<file path="src/rtl/fft_r2_sdf_stage_pkg.sv">
// fft_pkg: shared state type and arithmetic helpers for the radix-2 SDF stage.
// FFT_STAGE_SCALE_EN selects the scaled (IN_W) output width.
package fft_pkg;
   typedef enum logic [1:0] {ST_IDLE, ST_FILL, ST_BFLY, ST_DRAIN} stage_state_e;

   function automatic int out_w(input int w);
`ifdef FFT_STAGE_SCALE_EN
      return w;
`else
      return w + 1;
`endif
   endfunction

   // Round half up by one bit, then clamp into a signed w-bit range.
   function automatic logic signed [31:0] sat_round_half(input logic signed [31:0] x, input int w);
      logic signed [31:0] r, hi, lo;
      r  = (x + 32'sd1) >>> 1;
      hi = (32'sd1 <<< (w - 1)) - 32'sd1;
      lo = -hi - 32'sd1;
      return r > hi ? hi : r < lo ? lo : r;
   endfunction
endpackage

</file>
<file path="src/rtl/fft_r2_sdf_stage_if.sv">
// fft_r2_sdf_stage_if: lane-parallel complex sample stream into and out of the SDF stage.
// FFT_STAGE_SCALE_EN (via fft_pkg::out_w) sets the default output width.
interface fft_r2_sdf_stage_if
   import fft_pkg::*;
#(
   parameter int IN_W  = 12,
   parameter int LANES = 16,
   parameter int OUT_W = out_w(IN_W)
);
   logic                             din_valid;
   logic [LANES-1:0][IN_W-1:0]       din_re, din_im;
   logic                             dout_valid, dout_sof;
   logic [LANES-1:0][OUT_W-1:0]      dout_re, dout_im;

   modport master (output din_valid, din_re, din_im, input dout_valid, dout_sof, dout_re, dout_im);
   modport slave  (input din_valid, din_re, din_im, output dout_valid, dout_sof, dout_re, dout_im);
endinterface

</file>
<file path="src/rtl/fft_r2_sdf_stage_delay_line.sv">
// fft_delay_line: DELAY-deep, LANES-wide complex shift register; each enabled cycle pushes one
// block at the tail and advances the oldest block to the head.
module fft_delay_line #(
   parameter int W     = 13,
   parameter int LANES = 16,
   parameter int DELAY = 2
) (
   input  logic                    clk,
   input  logic                    rstn,
   input  logic                    en,
   input  logic [LANES-1:0][W-1:0] push_re,
   input  logic [LANES-1:0][W-1:0] push_im,
   output logic [LANES-1:0][W-1:0] head_re,
   output logic [LANES-1:0][W-1:0] head_im
);
   logic [DELAY-1:0][LANES-1:0][W-1:0] sr_re, sr_im;

   always_ff @(posedge clk or negedge rstn)
      if (!rstn) begin
         sr_re <= '0;
         sr_im <= '0;
      end else if (en) begin
         for (int k = DELAY - 1; k > 0; k--) begin
            sr_re[k] <= sr_re[k-1];
            sr_im[k] <= sr_im[k-1];
         end
         sr_re[0] <= push_re;
         sr_im[0] <= push_im;
      end

   assign head_re = sr_re[DELAY-1];
   assign head_im = sr_im[DELAY-1];
endmodule

</file>
<file path="src/rtl/fft_r2_sdf_stage.sv">
// fft_r2_sdf_stage: radix-2 DIF single-delay-feedback butterfly stage, LANES complex samples/cycle.
// FFT_STAGE_SCALE_EN: outputs are rounded half-up, halved and saturated back to IN_W bits.
module fft_r2_sdf_stage
   import fft_pkg::*;
#(
   parameter int IN_W  = 12,
   parameter int LANES = 16,
   parameter int DELAY = 2
) (
   input  logic               clk,
   input  logic               rstn,
   input  logic               err_clr,
   output logic               err_gap,
   fft_r2_sdf_stage_if.slave  bus
);
   localparam int OUT_W = out_w(IN_W);
   localparam int SW    = IN_W + 1;
   localparam int CW    = DELAY > 1 ? $clog2(DELAY) : 1;

   stage_state_e            st, st_n;
   logic [CW-1:0]           cnt, cnt_n;
   logic                    pend, pend_n;
   logic                    last, start, fill_ph, bfly_ph, drain_ph, act, gap, err_set, ov;
   logic [LANES-1:0][SW-1:0]    push_re, push_im, head_re, head_im;
   logic [LANES-1:0][OUT_W-1:0] res_re, res_im;

   // A cycle after the last BFLY (DRAIN, count 0) with valid input starts a back-to-back frame.
   assign last     = cnt == CW'(DELAY - 1);
   assign start    = bus.din_valid && (st == ST_IDLE || (st == ST_DRAIN && cnt == '0));
   assign fill_ph  = start || (st == ST_FILL && bus.din_valid);
   assign bfly_ph  = st == ST_BFLY && bus.din_valid;
   assign drain_ph = st == ST_DRAIN && !start;
   assign act      = fill_ph || bfly_ph || drain_ph;
   assign gap      = (st == ST_FILL || st == ST_BFLY) && !bus.din_valid;
   assign err_set  = gap || (drain_ph && bus.din_valid);
   assign ov       = bfly_ph || drain_ph || (fill_ph && pend);

   always_comb begin
      st_n   = gap ? ST_IDLE : !act ? st
             : fill_ph ? (last ? ST_BFLY : ST_FILL)
             : bfly_ph ? (last ? ST_DRAIN : ST_BFLY)
             : (last ? ST_IDLE : ST_DRAIN);
      cnt_n  = (gap || (act && last)) ? '0 : act ? cnt + 1'b1 : cnt;
      pend_n = gap ? 1'b0 : !act ? pend : bfly_ph ? last : pend && !last;
   end

   always_ff @(posedge clk or negedge rstn)
      if (!rstn) begin
         st   <= ST_IDLE;
         cnt  <= '0;
         pend <= 1'b0;
      end else begin
         st   <= st_n;
         cnt  <= cnt_n;
         pend <= pend_n;
      end

   for (genvar i = 0; i < LANES; i++) begin : g_lane
      logic signed [SW-1:0] a_re, a_im, b_re, b_im, o_re, o_im;
      assign a_re = $signed(head_re[i]);
      assign a_im = $signed(head_im[i]);
      assign b_re = SW'($signed(bus.din_re[i]));
      assign b_im = SW'($signed(bus.din_im[i]));
      assign push_re[i] = bfly_ph ? a_re - b_re : fill_ph ? b_re : '0;
      assign push_im[i] = bfly_ph ? a_im - b_im : fill_ph ? b_im : '0;
      assign o_re = bfly_ph ? a_re + b_re : a_re;
      assign o_im = bfly_ph ? a_im + b_im : a_im;
`ifdef FFT_STAGE_SCALE_EN
      assign res_re[i] = OUT_W'(sat_round_half(32'(o_re), IN_W));
      assign res_im[i] = OUT_W'(sat_round_half(32'(o_im), IN_W));
`else
      assign res_re[i] = o_re;
      assign res_im[i] = o_im;
`endif
   end

   fft_delay_line #(.W(SW), .LANES(LANES), .DELAY(DELAY)) u_dl (
      .clk     (clk),
      .rstn    (rstn),
      .en      (act),
      .push_re (push_re),
      .push_im (push_im),
      .head_re (head_re),
      .head_im (head_im)
   );

   always_ff @(posedge clk or negedge rstn)
      if (!rstn) begin
         bus.dout_valid <= 1'b0;
         bus.dout_sof   <= 1'b0;
         bus.dout_re    <= '0;
         bus.dout_im    <= '0;
         err_gap        <= 1'b0;
      end else begin
         bus.dout_valid <= ov;
         bus.dout_sof   <= bfly_ph && cnt == '0;
         bus.dout_re    <= ov ? res_re : '0;
         bus.dout_im    <= ov ? res_im : '0;
         err_gap        <= err_set || (err_gap && !err_clr);
      end
endmodule

</file>
<file path="src/flat_wrapper.sv">
// flat-port wrapper written by rule: the top's interface ports become plain ports
module fft_r2_sdf_stage_flat import fft_pkg::*;
#(
   parameter int IN_W  = 12,
   parameter int LANES = 16,
   parameter int DELAY = 2
)
  (clk, rstn, err_clr, err_gap, bus_din_valid, bus_din_re, bus_din_im, bus_dout_valid, bus_dout_sof, bus_dout_re, bus_dout_im);
  fft_r2_sdf_stage_if #(.IN_W(IN_W), .LANES(LANES), .OUT_W((out_w(IN_W)))) bus_i ();
  input  logic clk;
  input  logic rstn;
  input  logic err_clr;
  output logic err_gap;
  input wire logic [$bits(bus_i.din_valid)-1:0] bus_din_valid;
  input wire logic [$bits(bus_i.din_re)-1:0] bus_din_re;
  input wire logic [$bits(bus_i.din_im)-1:0] bus_din_im;
  output wire logic [$bits(bus_i.dout_valid)-1:0] bus_dout_valid;
  output wire logic [$bits(bus_i.dout_sof)-1:0] bus_dout_sof;
  output wire logic [$bits(bus_i.dout_re)-1:0] bus_dout_re;
  output wire logic [$bits(bus_i.dout_im)-1:0] bus_dout_im;
  assign bus_i.din_valid = bus_din_valid;
  assign bus_i.din_re = bus_din_re;
  assign bus_i.din_im = bus_din_im;
  assign bus_dout_valid = bus_i.dout_valid;
  assign bus_dout_sof = bus_i.dout_sof;
  assign bus_dout_re = bus_i.dout_re;
  assign bus_dout_im = bus_i.dout_im;
  fft_r2_sdf_stage #(.IN_W(IN_W), .LANES(LANES), .DELAY(DELAY)) u_core (.clk(clk), .rstn(rstn), .err_clr(err_clr), .err_gap(err_gap), .bus(bus_i));
endmodule
</file>
<file path="config.mk">
export PLATFORM = sky130hd
export DESIGN_NAME = fft_r2_sdf_stage_flat
export DESIGN_NICKNAME = d
export VERILOG_FILES = /design/src/rtl/fft_r2_sdf_stage_pkg.sv /design/src/rtl/fft_r2_sdf_stage_if.sv /design/src/rtl/fft_r2_sdf_stage_delay_line.sv /design/src/rtl/fft_r2_sdf_stage.sv /design/src/flat_wrapper.sv
export SDC_FILE = /design/constraint.sdc
export NUM_CORES = 2
export LEC_CHECK = 0
export ABC_CLOCK_PERIOD_IN_PS = 3200
export CORE_MARGIN = 1.5
export CORE_UTILIZATION = 55
export DETAILED_ROUTE_END_ITERATION = 10
export PLACE_DENSITY = 0.77
export SYNTH_ARGS = -nofsm -noshare
export SYNTH_HDL_FRONTEND = slang
export SYNTH_SLANG_ARGS = --single-unit
</file>
<file path="constraint.sdc">
create_clock -name clk -period 3.2 [get_ports clk]
set_input_delay 0.32 -clock clk [delete_from_list [all_inputs] [get_ports clk]]
set_output_delay 0.32 -clock clk [all_outputs]
set_load 0.01 [all_outputs]
</file>
==> summary.txt <==
Die
  – Chip width: 392 um
  – Die Y: 392 um
  – Core box area: 0.150 sq mm
  – Num rows: 142
  – Die area: 0.153 sq mm
  – # IOs: 807
  – Starting Density: 0.554

Clock tree
  – CTS Buf Count: 145
  – H-tree depth: 4
  – CTS max path bufs: 3
  – Clock sinks: 1255
  – TritonCTS clock tree: done
  – CTS root buf: clkbuf_16
  – Hold_buf cts: 1
  – Setup bufs post-CTS: 0
  – CTS clock-pin slew for the worst setup and hold paths: 60 ps
  – Clock latency on the worst-skew pair: 820 ps
  – PostCTS Resize Cnt: 0

Power and ir drop
  – Clock power frac: 0.183
  – Combinational Power Share: 0.536
  – Peak VDD IR: 612 uV
  – Sequential share of power: 0.282
  – Sw Pwr: 41.3 mW
  – Internal power: 53.2 mW
  – Sw Ratio: 0.437
  – Pwr Density: 951 mW/mm^2
  – Static leakage: 46.9 nW

Place
  – DP Wirelength: 178000 um
  – Placed cells: 12300
  – Placement-stage cell area: 0.0943 sq mm
  – Gpl congestion: 0.955
  – IO buf count: 806

STA
  – Max-Slew Margin vs Limit: 0.456
  – Fmax: 341 MHz
  – RSZ-0062 raised after global routing: no
  – Worst slew pin tran: 815 ps
  – Final hold slack: 152 ps
  – Setup violators final: 0
  – Clock Skew: 36.9 ps
  – Crit path time final: 2940 ps
  – Max Slew Vio Count: 0
  – Final TNS setup: 0 ps
  – Final worst path period share: 0.917
  – Final Hold Vio Count: 0

Final layout
  – Post-layout util: 0.663
  – Fin cells: 12600
  – Filler cells: 12000
  – Final Instance Area: 0.0994 sq mm
  – Fraction of layout cells with a size suffix above 1: 0.0562
  – Final Net Count: 11600
  – Area Growth Syn to Fin: 19.7%

Routing
  – # DRC: 0
  – Total number of vias: 73400
  – Routed WL: 252000 um
  – Routed Antenna Nets: 0
  – Via-to-Cell Ratio: 5.83
  – DRT Pass-1 Iters: 8
  – Average wire per standard cell: 20.0 um
  – 1st-iter DRT viols: 5619

Logic synthesis
  – Sequential cell area fraction in the yosys report: 0.378
  – Post-synth top area cell: dfrtp_1
  – Count leader, synth: nand2_1
  – Mapped cell area: 0.0830 sq mm
  – Syn Inst Count: 9722
  – Syn Nets: 10900
  – Unique masters post-synth: 82
  – Post-synth top cells: nand2_1, dfrtp_1, nor2_1, ha_1, inv_1
  – Post-synth EDFFs: 0
  – Post-synth top area share: 0.378
  – Yosys reg bits: 1255
  – Ys async rst share: 1.00
  – Top cells by area, synth: dfrtp_1, ha_1, nand2_1, a21oi_1, xnor2_1
  – Syn Area/Cell: 8.54 sq um
  – Yosys Warn Count: 0
  – Top_reg_cell synth: dfrtp_1

Critical path
  – FF-to-FF setup slack: 260 ps
  – WP buf/inv: 0
  – CP delay by family, top: compound AO/OA/AOI/OAI gates
  – Crit-path slowest cell: a221oi_1
  – CP most frequent cell: a221oi_1
  – Crit path kind: flip-flop to flip-flop
  – CP startpoint kind: flip-flop
  – Reg-to-reg endpoint: u_core.bus.dout_re[155]$_DFF_PN0_
  – Data arrival time of the worst path: 3610 ps
  – Critical path fanouts, max: 6
  – Endpoint class of the critical path: flip-flop
  – Worst r2r path cells: 9
  – Max stage delay on crit path: 460 ps
  – CP Cell Sequence: ha_1 > nand2b_1 > a221oi_1 > o221ai_1 > a221oi_1 > o22ai_1 > xnor2_1 > o211ai_1 > o31ai_1
  – Worst r2r src: u_core.u_dl.head_re[145]$_DFFE_PN0P_
  – Required time of the critical path: 3870 ps

Global routing
  – GRT Overall Usage: 0.322
  – Vias in the first global route: 72400
  – First-pass GRT wire length: 395000 um
  – GRT overflow: 0
  – Largest net degree at the start of global routing: 158
  – Initial antenna violation count: 81

Run status
  – Status: finished, final reports clean

Min path
  – Worst hold path type: primary input to async pin

Run
  – Max_cap viols: 0
[registers in the layout, indices dropped and copies added, names as in the netlist]
| name | count |
|---|---|
| u_core.u_dl.sr_re | 208 |
| u_core.bus.dout_sof | 1 |
| u_core.u_dl.head_re | 208 |
| u_core.st | 2 |
| u_core.cnt | 1 |
| u_core.bus.dout_im | 208 |
| u_core.bus.dout_re | 208 |
| u_core.bus.dout_valid | 1 |
| u_core.u_dl.head_im | 208 |
| u_core.u_dl.sr_im | 208 |
| u_core.err_gap | 1 |
| u_core.pend | 1 |
[power groups by stage]
stage	clock network [mW]	registers, mW	logic, mW
5_1_grt	18.2	27.3	56.3
2_1_floorplan	0	25.8	35.0
6_report	17.2	26.6	50.6
3_3_place_gp	0	26.4	48.5
4_1_cts	17.5	26.5	50.4
3_5_place_dp	0	26.6	49.9
[cells by family (layout without fill, tap and decap cells)]
logic type                 count (synthesis)  count (layout)  share of synthesized area
AOI/OAI and AO/OA                       2590            2590                      0.204
xor gates and xnor gates                 493             493                     0.0521
adders and majority gates                838             838                      0.132
buffers and inverters                   1284            2087                     0.0592
DFF                                     1255            1255                      0.378
muxes                                     56              56                    0.00681
other                                      0              51                          0
and+or+nand+nor                         3206            3206                      0.168
[placed cells by master, fill, tap and decap left out, drive strengths merged, types with 26 or more instances in the layout]
cell type and count:
a211oi 205, a21boi 30, a21o 80, a21oi 684, a221o 71, a221oi 129
a222oi 26, a22oi 174, a311oi 48, a31oi 36, and3 55, buf 286
clkbuf 199, clkdlybuf4s50 805, clkinv 39, dfrtp 1255, diode 51, fa 64
ha 774, inv 739, mux2i 52, nand2 1493, nand2b 129, nand3 57
nand3b 27, nor2 886, nor2b 190, nor3 179, o211ai 61, o21a 92
o21ai 615, o21bai 85, o221ai 49, o31ai 46, or2 29, or3 83
xnor2 387, xor2 106
[routing by layer]
layer / vias to the layer above / share of wire / global-route usage
li1: 34700 / - / -
met1: 35600 / 0.41 / 0.410
met2: 2389 / 0.46 / 0.507
met3: 602 / 0.082 / 0.0842
met4: 66 / 0.047 / 0.162
met5: - / 0.0017 / 0
[metrics by stage]
stage | worst slack (ps) | total power, mW
2_1_floorplan | 680 | 60.8
5_1_grt | 55.4 | 102
3_5_place_dp | -193 | 76.6
3_3_place_gp | -58.7 | 74.8
6_report | 264 | 94.5
4_1_cts | 282 | 94.3
[worst register-to-register path: stages, from the launching register on]
cell	delay, ps
dfrtp_1	440
ha_1	390
nand2b_1	220
a221oi_1	420
o221ai_1	230
a221oi_1	460
o22ai_1	200
xnor2_1	190
o211ai_1	170
o31ai_1	100
[layout make-up]
| cell class | instances | area (sq um) | share of cell area |
|---|---|---|---|
| flip-flops and latches | 1255 | 31400 | 0.316 |
| well taps | 2016 | 2520 | 0.0254 |
| clock inverters | 61 | 857 | 0.00863 |
| multi-input cells | 7183 | 46700 | 0.470 |
| repair buffers | 1092 | 10800 | 0.109 |
| inverters | 735 | 2770 | 0.0279 |
| diodes | 51 | 128 | 0.00128 |
| clock buffers | 199 | 4080 | 0.0411 |
[how the worst max path moves through the flow]
stage / start / to / cells past startpoint
floorplan: u_core.u_dl.head_im[195]$_DFFE_PN0P_ / u_core.bus.dout_im[207]$_DFF_PN0_ / 11
global placement: bus_din_re[134] / u_core.bus.dout_re[155]$_DFF_PN0_ / 11
detailed placement: bus_din_re[134] / u_core.bus.dout_re[155]$_DFF_PN0_ / 11
CTS: u_core.u_dl.head_re[26]$_DFFE_PN0P_ / u_core.u_dl.sr_re[38]$_DFFE_PN0P_ / 12
global route: u_core.u_dl.head_re[26]$_DFFE_PN0P_ / u_core.u_dl.sr_re[38]$_DFFE_PN0P_ / 12
finish: u_core.u_dl.head_re[145]$_DFFE_PN0P_ / u_core.bus.dout_re[155]$_DFF_PN0_ / 9
Power figures use the tool's default switching activity.
